## src/rtl/alu_arbiter_if.sv

```systemverilog
// Request/response bundle for the two ports of alu_arbiter.
// The master side issues jobs; the slave side (the arbiter) accepts them and returns results.
interface alu_arbiter_if #(
    parameter int N = 8
);
    logic         req0_valid;
    logic         req0_ready;
    logic [N-1:0] req0_a;
    logic [N-1:0] req0_b;
    logic [2:0]   req0_op;
    logic         req1_valid;
    logic         req1_ready;
    logic [N-1:0] req1_a;
    logic [N-1:0] req1_b;
    logic [2:0]   req1_op;

    logic         rsp0_valid;
    logic         rsp0_ready;
    logic [N-1:0] rsp0_r;
    logic [3:0]   rsp0_flags;
    logic         rsp0_err;
    logic         rsp1_valid;
    logic         rsp1_ready;
    logic [N-1:0] rsp1_r;
    logic [3:0]   rsp1_flags;
    logic         rsp1_err;

    modport master (
        output req0_valid, req0_a, req0_b, req0_op,
        output req1_valid, req1_a, req1_b, req1_op,
        input  req0_ready, req1_ready,
        input  rsp0_valid, rsp0_r, rsp0_flags, rsp0_err,
        input  rsp1_valid, rsp1_r, rsp1_flags, rsp1_err,
        output rsp0_ready, rsp1_ready
    );

    modport slave (
        input  req0_valid, req0_a, req0_b, req0_op,
        input  req1_valid, req1_a, req1_b, req1_op,
        output req0_ready, req1_ready,
        output rsp0_valid, rsp0_r, rsp0_flags, rsp0_err,
        output rsp1_valid, rsp1_r, rsp1_flags, rsp1_err,
        input  rsp0_ready, rsp1_ready
    );
endinterface

```

## src/rtl/alu_arbiter.sv

```systemverilog
// Round-robin arbiter/sequencer sharing one combinational ALU between two requesters.
// Define ALU_ARB_STATS_EN to add saturating per-port response counters stat_cnt0/stat_cnt1.
module alu_arbiter #(
    parameter int N = 8
) (
    input  logic          clk,
    input  logic          rst,
    alu_arbiter_if.slave  bus,
    output logic [N-1:0]  alu_a,
    output logic [N-1:0]  alu_b,
    output logic [2:0]    alu_cntr,
    input  logic [N-1:0]  alu_r,
    input  logic [3:0]    alu_flags
`ifdef ALU_ARB_STATS_EN
    ,
    output logic [15:0]   stat_cnt0,
    output logic [15:0]   stat_cnt1
`endif
);

    typedef enum logic [1:0] {
        IDLE,
        ISSUE,
        RESP
    } state_t;

    state_t       state;
    state_t       state_nxt;
    logic         gnt_id;     // port owning the outstanding transaction
    logic         rr_ptr;     // port preferred when both request
    logic         grant_vld;
    logic         grant_sel;
    logic         op_legal;
    logic         rsp_fire;
    logic [N-1:0] sel_a;
    logic [N-1:0] sel_b;
    logic [2:0]   sel_op;
    logic [N-1:0] r_q;
    logic [3:0]   flags_q;
    logic         err_q;

    always_ff @(posedge clk or posedge rst) begin
        if (rst) begin
            state <= IDLE;
        end else begin
            // NOTE: clocked state is written with non-blocking assignments only.
            state <= state_nxt;
        end
    end

    always_comb begin
        // NOTE: every output of this block gets a default first, so no branch can infer a latch.
        state_nxt = state;
        grant_vld = 1'b0;
        grant_sel = rr_ptr;
        rsp_fire  = 1'b0;
        unique case (state)
            IDLE: begin
                if (bus.req0_valid && bus.req1_valid) begin
                    grant_vld = 1'b1;
                    grant_sel = rr_ptr;
                end else if (bus.req0_valid) begin
                    grant_vld = 1'b1;
                    grant_sel = 1'b0;
                end else if (bus.req1_valid) begin
                    grant_vld = 1'b1;
                    grant_sel = 1'b1;
                end
                if (grant_vld) begin
                    state_nxt = op_legal ? ISSUE : RESP;
                end
            end
            ISSUE: state_nxt = RESP;
            RESP: begin
                rsp_fire = gnt_id ? bus.rsp1_ready : bus.rsp0_ready;
                if (rsp_fire) begin
                    state_nxt = IDLE;
                end
            end
            default: state_nxt = IDLE;
        endcase
    end

    assign sel_a    = grant_sel ? bus.req1_a  : bus.req0_a;
    assign sel_b    = grant_sel ? bus.req1_b  : bus.req0_b;
    assign sel_op   = grant_sel ? bus.req1_op : bus.req0_op;
    assign op_legal = (sel_op <= 3'd5);

    // Datapath: illegal ops skip the ALU and report an error response directly.
    always_ff @(posedge clk or posedge rst) begin
        if (rst) begin
            gnt_id   <= 1'b0;
            rr_ptr   <= 1'b0;
            alu_a    <= '0;
            alu_b    <= '0;
            alu_cntr <= '0;
            r_q      <= '0;
            flags_q  <= '0;
            err_q    <= 1'b0;
        end else begin
            if (state == IDLE && grant_vld) begin
                gnt_id <= grant_sel;
                if (op_legal) begin
                    alu_a    <= sel_a;
                    alu_b    <= sel_b;
                    alu_cntr <= sel_op;
                end else begin
                    r_q     <= '0;
                    flags_q <= '0;
                    err_q   <= 1'b1;
                end
            end
            if (state == ISSUE) begin
                r_q     <= alu_r;
                flags_q <= alu_flags;
                err_q   <= 1'b0;
            end
            if (rsp_fire) begin
                rr_ptr <= ~gnt_id;
            end
        end
    end

    assign bus.req0_ready = grant_vld && !grant_sel;
    assign bus.req1_ready = grant_vld && grant_sel;

    assign bus.rsp0_valid = (state == RESP) && !gnt_id;
    assign bus.rsp1_valid = (state == RESP) && gnt_id;
    assign bus.rsp0_r     = r_q;
    assign bus.rsp1_r     = r_q;
    assign bus.rsp0_flags = flags_q;
    assign bus.rsp1_flags = flags_q;
    assign bus.rsp0_err   = err_q;
    assign bus.rsp1_err   = err_q;

`ifdef ALU_ARB_STATS_EN
    always_ff @(posedge clk or posedge rst) begin
        if (rst) begin
            stat_cnt0 <= '0;
            stat_cnt1 <= '0;
        end else if (rsp_fire) begin
            if (!gnt_id && stat_cnt0 != 16'hFFFF) stat_cnt0 <= stat_cnt0 + 16'd1;
            if (gnt_id && stat_cnt1 != 16'hFFFF) stat_cnt1 <= stat_cnt1 + 16'd1;
        end
    end
`endif

endmodule

```

## src/flat_wrapper.sv

```systemverilog
// flat-port wrapper written by rule: the top's interface ports become plain ports
module alu_arbiter_flat 
#(
    parameter int N = 8
)
  (clk, rst, alu_a, alu_b, alu_cntr, alu_r, alu_flags, bus_req0_valid, bus_req0_a, bus_req0_b, bus_req0_op, bus_req1_valid, bus_req1_a, bus_req1_b, bus_req1_op, bus_req0_ready, bus_req1_ready, bus_rsp0_valid, bus_rsp0_r, bus_rsp0_flags, bus_rsp0_err, bus_rsp1_valid, bus_rsp1_r, bus_rsp1_flags, bus_rsp1_err, bus_rsp0_ready, bus_rsp1_ready);
  alu_arbiter_if #(.N(N)) bus_i ();
  input  logic clk;
  input  logic rst;
  output logic [N-1:0] alu_a;
  output logic [N-1:0] alu_b;
  output logic [2:0] alu_cntr;
  input  logic [N-1:0] alu_r;
  input  logic [3:0] alu_flags;
  input wire logic [$bits(bus_i.req0_valid)-1:0] bus_req0_valid;
  input wire logic [$bits(bus_i.req0_a)-1:0] bus_req0_a;
  input wire logic [$bits(bus_i.req0_b)-1:0] bus_req0_b;
  input wire logic [$bits(bus_i.req0_op)-1:0] bus_req0_op;
  input wire logic [$bits(bus_i.req1_valid)-1:0] bus_req1_valid;
  input wire logic [$bits(bus_i.req1_a)-1:0] bus_req1_a;
  input wire logic [$bits(bus_i.req1_b)-1:0] bus_req1_b;
  input wire logic [$bits(bus_i.req1_op)-1:0] bus_req1_op;
  output wire logic [$bits(bus_i.req0_ready)-1:0] bus_req0_ready;
  output wire logic [$bits(bus_i.req1_ready)-1:0] bus_req1_ready;
  output wire logic [$bits(bus_i.rsp0_valid)-1:0] bus_rsp0_valid;
  output wire logic [$bits(bus_i.rsp0_r)-1:0] bus_rsp0_r;
  output wire logic [$bits(bus_i.rsp0_flags)-1:0] bus_rsp0_flags;
  output wire logic [$bits(bus_i.rsp0_err)-1:0] bus_rsp0_err;
  output wire logic [$bits(bus_i.rsp1_valid)-1:0] bus_rsp1_valid;
  output wire logic [$bits(bus_i.rsp1_r)-1:0] bus_rsp1_r;
  output wire logic [$bits(bus_i.rsp1_flags)-1:0] bus_rsp1_flags;
  output wire logic [$bits(bus_i.rsp1_err)-1:0] bus_rsp1_err;
  input wire logic [$bits(bus_i.rsp0_ready)-1:0] bus_rsp0_ready;
  input wire logic [$bits(bus_i.rsp1_ready)-1:0] bus_rsp1_ready;
  assign bus_i.req0_valid = bus_req0_valid;
  assign bus_i.req0_a = bus_req0_a;
  assign bus_i.req0_b = bus_req0_b;
  assign bus_i.req0_op = bus_req0_op;
  assign bus_i.req1_valid = bus_req1_valid;
  assign bus_i.req1_a = bus_req1_a;
  assign bus_i.req1_b = bus_req1_b;
  assign bus_i.req1_op = bus_req1_op;
  assign bus_req0_ready = bus_i.req0_ready;
  assign bus_req1_ready = bus_i.req1_ready;
  assign bus_rsp0_valid = bus_i.rsp0_valid;
  assign bus_rsp0_r = bus_i.rsp0_r;
  assign bus_rsp0_flags = bus_i.rsp0_flags;
  assign bus_rsp0_err = bus_i.rsp0_err;
  assign bus_rsp1_valid = bus_i.rsp1_valid;
  assign bus_rsp1_r = bus_i.rsp1_r;
  assign bus_rsp1_flags = bus_i.rsp1_flags;
  assign bus_rsp1_err = bus_i.rsp1_err;
  assign bus_i.rsp0_ready = bus_rsp0_ready;
  assign bus_i.rsp1_ready = bus_rsp1_ready;
  alu_arbiter #(.N(N)) u_core (.clk(clk), .rst(rst), .bus(bus_i), .alu_a(alu_a), .alu_b(alu_b), .alu_cntr(alu_cntr), .alu_r(alu_r), .alu_flags(alu_flags));
endmodule
```

## config.mk

```make
export PLATFORM = sky130hd
export DESIGN_NAME = alu_arbiter_flat
export DESIGN_NICKNAME = d
export VERILOG_FILES = /design/src/rtl/alu_arbiter_if.sv /design/src/rtl/alu_arbiter.sv /design/src/flat_wrapper.sv
export SDC_FILE = /design/constraint.sdc
export NUM_CORES = 1
export LEC_CHECK = 0
export ABC_AREA = 0
export ABC_CLOCK_PERIOD_IN_PS = 4900
export CAP_MARGIN = 20
export CORE_UTILIZATION = 29
export CTS_CLUSTER_SIZE = 14
export DETAILED_ROUTE_END_ITERATION = 8
export SLEW_MARGIN = 0
export SYNTH_ARGS = -nofsm -noshare
export SYNTH_HDL_FRONTEND = slang
export SYNTH_SLANG_ARGS = --single-unit
```

## constraint.sdc

```tcl
create_clock -name clk -period 4.9 [get_ports clk]
set_input_delay 0.98 -clock clk [delete_from_list [all_inputs] [get_ports clk]]
set_output_delay 0.98 -clock clk [all_outputs]
set_load 0.02 [all_outputs]
```

==> results of run 1 <==
-- kinds of logic (layout without fill, tap and decap cells) --
group / count (synthesis) / count (layout)
and+or+nand+nor: 44 / 44
buffers and inverters: 26 / 118
muxes: 2 / 2
DFF: 36 / 36
AOI/OAI and AO/OA: 61 / 61
-- worst register-to-register path: stages, from the launching register on --
cell	delay, ns
dfrtp_1	0.50
nor2_1	0.30
o2111a_1	0.70
nor2_4	0.23
a21o_2	0.27
-- stage by stage --
step	area (sq um)	util (%)	hold WS, ns	instances
after global placement	2780	46.9	0.458	328
after CTS	2870	48.5	0.481	336
after floorplan	1790	-	0.513	169
after detailed placement	2780	46.9	0.464	328
final	2870	48.5	0.474	336
after global routing	2870	48.5	0.494	336
-- power by group through the flow --
| stage | Combinational (mW) | Sequential [mW] | Clock [mW] |
|---|---|---|---|
| 6_report | 0.946 | 0.538 | 0.224 |
| 5_1_grt | 1.02 | 0.562 | 0.246 |
| 4_1_cts | 0.965 | 0.541 | 0.233 |
| 3_5_place_dp | 0.963 | 0.544 | 0 |
| 3_3_place_gp | 0.959 | 0.541 | 0 |
| 2_1_floorplan | 0.460 | 0.664 | 0 |
-- how the worst max path moves through the flow --
stage          slack (ns)  cells after the start             end
2_1_floorplan        2.12                      2  bus_req1_ready
3_3_place_gp         1.33                      4  bus_req0_ready
3_5_place_dp         1.31                      4  bus_req0_ready
4_1_cts              1.30                      4  bus_req0_ready
5_1_grt              1.25                      4  bus_req1_ready
6_report             1.31                      4  bus_req0_ready
-- synth_stat cells (all sizes together) (2+ instances only) --
cell type,instances
dfrtp,36
nor2b,3
a22o,17
nand2,28
o21ai,13
clkbuf,2
buf,20
a21o,17
o32ai,2
a21oi,5
nor2,6
inv,4
-- area by class of cell --
class                           count  area, sq um
Tap cell                           75         93.8
Inverter                            4         15.0
Clock buffer                        6         82.6
Sequential cell                    36          901
Multi-Input combinational cell    107          709
Fill cell                         571         3050
Clock inverter                      2         13.8
Timing Repair Buffer              106         1060
-- metal layers --
layer / vias up / share of wire [%]
li1: 761 / -
met1: 723 / 43
met2: 64 / 48
met3: 5 / 8.0
met4: 0 / 0.99
met5: - / 0
-- registers in the layout (all words and copies together) (netlist names) --
| signal | flops |
|---|---|
| u_core.alu_b | 8 |
| u_core.rr_ptr | 1 |
| u_core.alu_cntr | 3 |
| u_core.bus.rsp0_r | 8 |
| u_core.gnt_id | 1 |
| u_core.bus.rsp0_flags | 4 |
| u_core.state | 2 |
| u_core.bus.rsp0_err | 1 |
| u_core.alu_a | 8 |
-- layout by cell type, fill, tap and decap left out, types with 2 or more instances in the layout --
master,synthesis,final
a21o_1,9,9
a21o_2,8,8
a21oi_1,5,5
a22o_1,10,10
a22o_2,7,7
buf_4,15,2
clkbuf_8,0,6
clkdlybuf4s50_1,0,104
dfrtp_1,36,36
inv_1,4,3
nand2_1,28,28
nor2_1,5,5
nor2b_1,3,3
o21ai_0,13,13
o32ai_1,2,2
==> run metrics, run 1 <==
run status finished clean; Final min period 3.59 ns; critical path's slowest cell clkdlybuf4s50_1; Post-CTS Setup Repair Bufs 0; Placeable Area 5920 sq um; CTS Sinks 36; Setup TNS 0 ns; R2R Path End u_core.alu_b[1]; Required @ worst endpoint 3.92 ns; met3 usage roughly 4.8%; # nets final 316; clock skew just under 0.006 ns; Starting Density 30.2%; Crit path largest cell delay 0.65 ns; Setup crit start bus_req1_valid; Cell variety after synth 33; slew margin rel. 35.8%; Clock Tree Buf Depth 2; Area contributors post-synth dfrtp_1, buf_4, nand2_1, a22o_1, a21o_2; GR Overflow Total 0; Post-synth EDFFs 0; final period utilization roughly 73%; first-pass GRT wire length 6890 um; switching portion of total power 39.4%; count of pins over their slew limit 0; cell area after synthesis 1790 sq um; switching power 0.674 mW; Vias 1553; crit-path cells clkdlybuf4s50_1 > a21bo_4 > nor3_1 > clkdlybuf4s50_1; hold depth 1; min-delay src u_core.alu_b[4]; Startpoint Class input port; Compound-Gate Fraction of Synth Area 26.3%; DRC viols 0; met1 Use GR 16.9%; WL/cell 12.6 um; Port-buffer cells between 100 and 150; die area 6490 sq um; Worst Setup End Kind primary output; Iter 0 DRT Violations 61; site row count 28; most crowded layer after global routing met2; final setup vio count 0; die width 80.5 um; max cap viols 0; initial antenna violation count 0; largest area contributor in the netlist dfrtp_1; type of the tightest min-delay check reg -> reg; met2 GRT Util 23.1%; FFs w/ async S/R, synth between 90% and 100%; Critical Path Fanout Max 6; Syn. warnings 0; final hold viol count 0; Post-Route WL 4240 um; fmax 0.279 GHz; H-Tree Depth 2; IO Count 105; Placer Congestion 0.748; drt first pass iters 4; GRT Overall Usage 13.9%; Post-Synth XOR/XNOR Area 0%; Clk pwr share 13.1%; Mapped Avg Cell Area between 10 and 15 sq um; CTS clk-pin slew, worst paths 0.07 ns; hold-fix buffers at CTS 0; CP delay by family, top buffers and inverters; post-synthesis cell count 169; P_leak 1.27 nW; top cell type's share of synthesized area between 50 and 60%; largest net degree at the start of global routing 37; area grow syn2layout 60.5%; Worst Slack Setup Final 1.31 ns; cts repair resizes 0; CP Buf/Inv Count 2; Die H 80.5 um; Syn Nets around 230; worst slew pin tran 0.961 ns; Root Driver clkbuf_8; Antenna Violating Nets Remaining 0; cell mode on critical path clkdlybuf4s50_1; dpl hpwl 3100 um; combinational power share a little under three fifths; CTS tree built; crit path DAT 2.61 ns; area share of fa/ha/maj cells after synthesis 0%; Setup WS pre-CTS 1.31 ns; clk_lat worst skew 0.28 ns; RSZ-0062 raised after global routing false; largest family of logic cells by synthesized area compound AO/OA/AOI/OAI gates; register area share after synthesis 50.3%; Hold Path Sink u_core.alu_b[4]; vias per inst 4.62; layout cells sized above 1 a little under an eighth; multiplexer area fraction after synthesis 1.19%; Synth Area in Simple Gates about an eighth; R2R setup slack 2.81 ns; total chip power 1.71 mW; critical path class in -> out; number of global-route vias before repair 1463; CTS Buf Count 5; Worst R2R Path Depth 4; Power Dens Cells 595 nW/um^2; leading register cell type out of synthesis dfrtp_1; Int Pwr 1.03 mW; sequential power share between 30% and 40%; synthesis-stage register bit count 36; Worst R2R Start u_core.state[0]; diode count 0; worst vdd ir 0.000240 V
Note: power is estimated with default switching activity, not from simulation.
==> run 2: changes to the inputs <==
Settings changed: ABC_CLOCK_PERIOD_IN_PS 4900 to 3000, PLACE_DENSITY set to 0.67.
Clock period 4.9 ns to 3 ns, I/O delays scaled along.
==> run 2 against run 1 <==
Compared with the run above:
- utilization is 0.32 points lower
- non-clock buffer count stayed put
- worst setup slack worse by 1.1 ns
- clock power is 40% higher
- critical path depth stayed put
- flip-flop and latch count stayed put
- via count is 0.39% higher
- clock skew is 0.0018 ns lower
- first-iteration DRC count is 21% lower
- die area stayed put
==> run metrics, run 2 (synthesis gave the netlist of run 1 again) <==
Antenna Violating Nets Remaining 0 (unchanged); number of global-route vias before repair 1608 (was 1463); area occupied by registers 901 sq um (unchanged); min-delay src u_core.alu_cntr[0] (was u_core.alu_b[4]); Vias 1559 (was 1553); Post-Route WL 4240 um (about the same); total chip power 2.74 mW (was 1.71 mW); diode count 0 (unchanged); worst slew pin tran 0.883 ns (was 0.961 ns); R2R setup slack 0.91 ns (was 2.81 ns); GR Overflow Total 0 (unchanged); Placeable Area 5920 sq um (unchanged); hold depth 1 (unchanged); die width 80.5 um (unchanged); fillcell total 578 (was 571); Setup TNS 0 ns (unchanged); CTS Buf Count 5 (unchanged); fmax 0.354 GHz; run status finished clean (unchanged); CTS tree built (unchanged); Placer Congestion 0.719 (was 0.748); Worst Setup End Kind primary output (unchanged); critical path class in -> out (unchanged); H-Tree Depth 2 (unchanged); Iter 0 DRT Violations 48 (was 61); dpl hpwl 3230 um (was 3100 um); R2R Path End u_core.alu_b[2] (was u_core.alu_b[1]); drt first pass iters 4 (unchanged); area occupied by multi-input gates 709 sq um (unchanged); clock skew 0.00417 ns (was 0.00594 ns); Hold Slack 0.476 ns (was 0.474 ns); hold-fix buffers at CTS 0 (unchanged); DRC viols 0 (unchanged); IO Count 105 (unchanged); Worst R2R Start u_core.state[0] (unchanged); final hold viol count 0 (unchanged); Critical Path Fanout Max 6 (unchanged); leading cell type in the layout, fill and taps excluded clkdlybuf4s50_1 (unchanged); largest net degree at the start of global routing 37 (unchanged); Clock Tree Buf Depth 2 (unchanged); Worst R2R Path Depth 4 (unchanged); area grow syn2layout 59.4% (was 60.5%); Placed Area 2780 sq um (unchanged); Hold Path Sink u_core.alu_cntr[0] (was u_core.alu_b[4]); # nets final 316 (unchanged); GRT Overall Usage 14.0% (was 13.9%); Required @ worst endpoint 2.40 ns (was 3.92 ns); Port-buffer cells 104 (unchanged); type of the tightest min-delay check reg -> reg (unchanged); RSZ-0062 raised after global routing false (unchanged); worst vdd ir 0.000373 V (was 0.000240 V); first-pass GRT wire length 6970 um (was 6890 um); layout cells sized above 1 11.2% (was 11.9%); CTS clk-pin slew, worst paths 0.07 ns (about the same); CTS Sinks 36 (unchanged); Post-CTS Setup Repair Bufs 0 (unchanged); cts repair resizes 0 (unchanged); commonest non-fill, non-tap cells in the layout clkdlybuf4s50_1, dfrtp_1, nand2_1 (unchanged); crit path DAT 2.23 ns (was 2.61 ns); count of pins over their slew limit 0 (unchanged); max cap viols 0 (unchanged); final setup vio count 0 (unchanged); P_leak 1.27 nW (about the same); vias per inst 4.65 (was 4.62); Starting Density 30.2% (unchanged); final instance area 2850 sq um (was 2870 sq um); initial antenna violation count 0 (unchanged); Power Dens Cells 962 nW/um^2 (was 595 nW/um^2); die area 6490 sq um (unchanged); Root Driver clkbuf_8 (unchanged); Startpoint Class input port (unchanged); final period utilization 94.2%; WL/cell 12.6 um (about the same); clk_lat worst skew 0.28 ns (about the same); slew margin rel. 41.0% (was 35.8%); Die H 80.5 um (unchanged); Final min period 2.83 ns; site row count 28 (unchanged)
## run 2: worst max-delay path by stage
stage / startpoint / end / slack [ns] / cells past startpoint
after floorplan: bus_req0_valid / bus_req1_ready / 0.98 / 2
after global placement: bus_req1_valid / bus_req0_ready / 0.19 / 4
after detailed placement: bus_req0_valid / bus_req0_ready / 0.16 / 4
after CTS: bus_req1_valid / bus_req0_ready / 0.16 / 4
after global routing: bus_req1_valid / bus_req1_ready / 0.07 / 4
final: bus_req1_valid / bus_req0_ready / 0.17 / 4
## run 2: through the flow
stage / util (%) / cells / setup slack (ns)
5_1_grt: 48.2 / 335 / 0.0726
3_5_place_dp: 46.9 / 328 / 0.159
3_3_place_gp: 46.9 / 328 / 0.189
2_1_floorplan: - / 169 / 0.982
6_report: 48.2 / 335 / 0.175
4_1_cts: 48.2 / 335 / 0.163
## run 2: cell type report
type / instances / area share [%]
Timing Repair Buffer: 106 / 37.0
Clock buffer: 6 / 2.54
Inverter: 4 / 0.526
Clock inverter: 1 / 0.175
Multi-Input combinational cell: 107 / 24.9
Sequential cell: 36 / 31.6
Tap cell: 75 / 3.29
## run 2: routing by layer
layer  up-vias  GRT usage (%)  part of all wire (%)
met4         0           5.36                  0.94
met5         -              0                     0
met2        67           25.6                    50
met3         5           4.66                   8.2
met1       723           14.7                    40
li1        764              -                     -
## run 2: report_power, final
| group | internal [mW] | switching [mW] | leakage [nW] | total, mW |
|---|---|---|---|---|
| clock network | 0.158 | 0.155 | 0.0410 | 0.313 |
| logic | 0.794 | 0.755 | 0.778 | 1.55 |
| registers | 0.710 | 0.173 | 0.446 | 0.882 |
| total | 1.66 | 1.08 | 1.27 | 2.74 |
## run 2: critical path, cell delays in order
cell	delay (ns)
clkdlybuf4s50_1	0.51
a21bo_4	0.27
nor3_1	0.19
clkdlybuf4s50_1	0.65
==> run 3: changes to the inputs <==
Settings changed: ABC_CLOCK_PERIOD_IN_PS 3000 to 3110, PLACE_DENSITY 0.67 to unset.
Clock period 3 ns to 3.11 ns, I/O delays scaled along.
==> run 3 against run 2 <==
Compared with the run above:
- sequential share of layout area shrank 0.21 points
- utilization is 0.32 points higher
- first-iteration DRC count up 58%
- final area rose by 0.66%
- count of clock-buffer cells in the layout unchanged
- critical path type unchanged
- flip-flop and latch count did not move
- sequential power is 3.5% lower
- final cell count rose by 0.30%
==> run metrics, run 3 (synthesis gave the netlist of run 1 again) <==
clk_lat worst skew 0.29 ns (was 0.28 ns); layout cells sized above 1 11.9% (was 11.2%); Hold Slack 0.474 ns (was 0.476 ns); CTS Sinks 36 (unchanged); DRC viols 0 (unchanged); die width 80.5 um (unchanged); slew margin rel. 37.6% (was 41.0%); largest net degree at the start of global routing 23 (was 37); Starting Density 30.2% (unchanged); CTS Buf Count 5 (unchanged); WL/cell 12.9 um (was 12.6 um); final period utilization between 90 and 100%; Worst R2R Start u_core.state[0] (unchanged); Crit path largest cell delay 0.65 ns (about the same); area occupied by multi-input gates 709 sq um (unchanged); worst slew pin tran 0.934 ns (was 0.883 ns); first-pass GRT wire length 6900 um (was 6970 um); count of pins over their slew limit 0 (unchanged); drt first pass iters 4 (unchanged); P_leak 1.27 nW (about the same); initial antenna violation count 0 (unchanged); Finished Layout Cells 336 (was 335); Worst R2R Path Depth 4 (unchanged); Root Driver clkbuf_8 (unchanged); hold-fix buffers at CTS 0 (unchanged); fmax 0.348 GHz; R2R Path End u_core.alu_b[2] (unchanged); met1 Use GR 16.8% (was 14.7%); die area 6490 sq um (unchanged); critical path class in -> out (unchanged); diode count 0 (unchanged); Setup crit end bus_req0_ready (unchanged); cts repair resizes 0 (unchanged); CTS tree built (unchanged); Clock Tree Buf Depth 2 (unchanged); R2R setup slack 1.01 ns (was 0.91 ns); final hold viol count 0 (unchanged); worst vdd ir 0.000353 V (was 0.000373 V); vias per inst 4.65 (about the same); Placeable Area 5920 sq um (unchanged); Required @ worst endpoint 2.49 ns (was 2.40 ns); dpl hpwl 3140 um (was 3230 um); met3 usage 5.00% (was 4.66%); IO Count 105 (unchanged); Post-Route WL 4330 um (was 4240 um); cell count after placement 328 (unchanged); Placer Congestion 0.732 (was 0.719); fillcell total 580 (was 578); Final min period 2.87 ns; total chip power 2.70 mW (was 2.74 mW); GR Overflow Total 0 (unchanged); crit path DAT 2.25 ns (was 2.23 ns); Startpoint Class input port (unchanged); area occupied by registers 901 sq um (unchanged); Power Dens Cells 941 nW/um^2 (was 962 nW/um^2); Worst Setup End Kind primary output (unchanged); met2 GRT Util 23.3% (was 25.6%); leading cell type in the layout, fill and taps excluded clkdlybuf4s50_1 (unchanged); most crowded layer after global routing met2 (unchanged); Die H 80.5 um (unchanged); Post-CTS Setup Repair Bufs 0 (unchanged); critical path's slowest cell clkdlybuf4s50_1 (unchanged); Setup TNS 0 ns (unchanged); Antenna Violating Nets Remaining 0 (unchanged); final setup vio count 0 (unchanged); Port-buffer cells 104 (unchanged); crit-path cells clkdlybuf4s50_1 > a21bo_4 > nor3_1 > clkdlybuf4s50_1 (unchanged); run status finished clean (unchanged); site row count 28 (unchanged); type of the tightest min-delay check reg -> reg (unchanged); area grow syn2layout 60.5% (was 59.4%); Critical Path Fanout Max 6 (unchanged); clock skew 0.00606 ns (was 0.00417 ns); Vias 1562 (was 1559); max cap viols 0 (unchanged); H-Tree Depth 2 (unchanged); # nets final 316 (unchanged); RSZ-0062 raised after global routing false (unchanged); Iter 0 DRT Violations 76 (was 48); number of global-route vias before repair 1494 (was 1608); Setup crit start bus_req1_valid (unchanged); GRT Overall Usage 14.1% (was 14.0%); CTS clk-pin slew, worst paths 0.07 ns (about the same); cell mode on critical path clkdlybuf4s50_1 (unchanged); commonest non-fill, non-tap cells in the layout clkdlybuf4s50_1, dfrtp_1, nand2_1 (unchanged)
==> run 3: cell types whose count changed in the layout (fill, tap and decap cells not counted) <==
| cell | previous run | this run |
|---|---|---|
| inv_6 | 0 | 1 |
| inv_1 | 4 | 3 |
| clkbuf_8 | 5 | 6 |
| clkinv_1 | 0 | 1 |
| clkbuf_1 | 1 | 0 |
==> run 3: where the power goes <==
part | leakage, nW | switching, mW | internal (mW) | total, mW
combinational | 0.774 | 0.728 | 0.765 | 1.49
clock | 0.0516 | 0.177 | 0.181 | 0.358
sequential | 0.446 | 0.167 | 0.684 | 0.851
==> run 3: how the worst min path moves through the flow <==
stage,to,startpoint,cells after the start,slack [ns]
final,u_core.alu_b[4],u_core.alu_b[4],1,0.47
after global placement,u_core.alu_a[6],u_core.alu_a[6],1,0.46
after CTS,u_core.alu_b[6],u_core.alu_b[6],1,0.48
after floorplan,u_core.rr_ptr,u_core.gnt_id,1,0.51
after detailed placement,u_core.alu_b[6],u_core.alu_b[6],1,0.46
after global routing,u_core.alu_b[4],u_core.alu_b[4],1,0.49
==> run 3: worst max-delay path: cells and delay by family <==
kind | cells | cell delay [ns]
buf+inv | 2 | 1.16
compound gates | 1 | 0.28
simple gates | 1 | 0.19
==> run 3: area by class of cell <==
class,instances,share of cell area [%]
clock buffer,6,2.88
tap,75,3.27
inverter,4,0.523
timing repair buffer,106,36.8
clock inverter,2,0.479
multi-input combinational,107,24.7
sequential,36,31.4
==> run 3: layer usage <==
layer  vias up  wire length, um
li1        768                -
met1       720             1880
met2        69             2080
met3         5              315
met4         0               50
met5         -                0
==> run 3: through the flow <==
stage	setup slack, ns	utilization (%)	instance area (sq um)
after floorplan	1.05	-	1790
final	0.236	48.5	2870
after CTS	0.231	48.5	2870
after detailed placement	0.234	46.9	2780
after global placement	0.252	46.9	2780
after global routing	0.190	48.5	2870
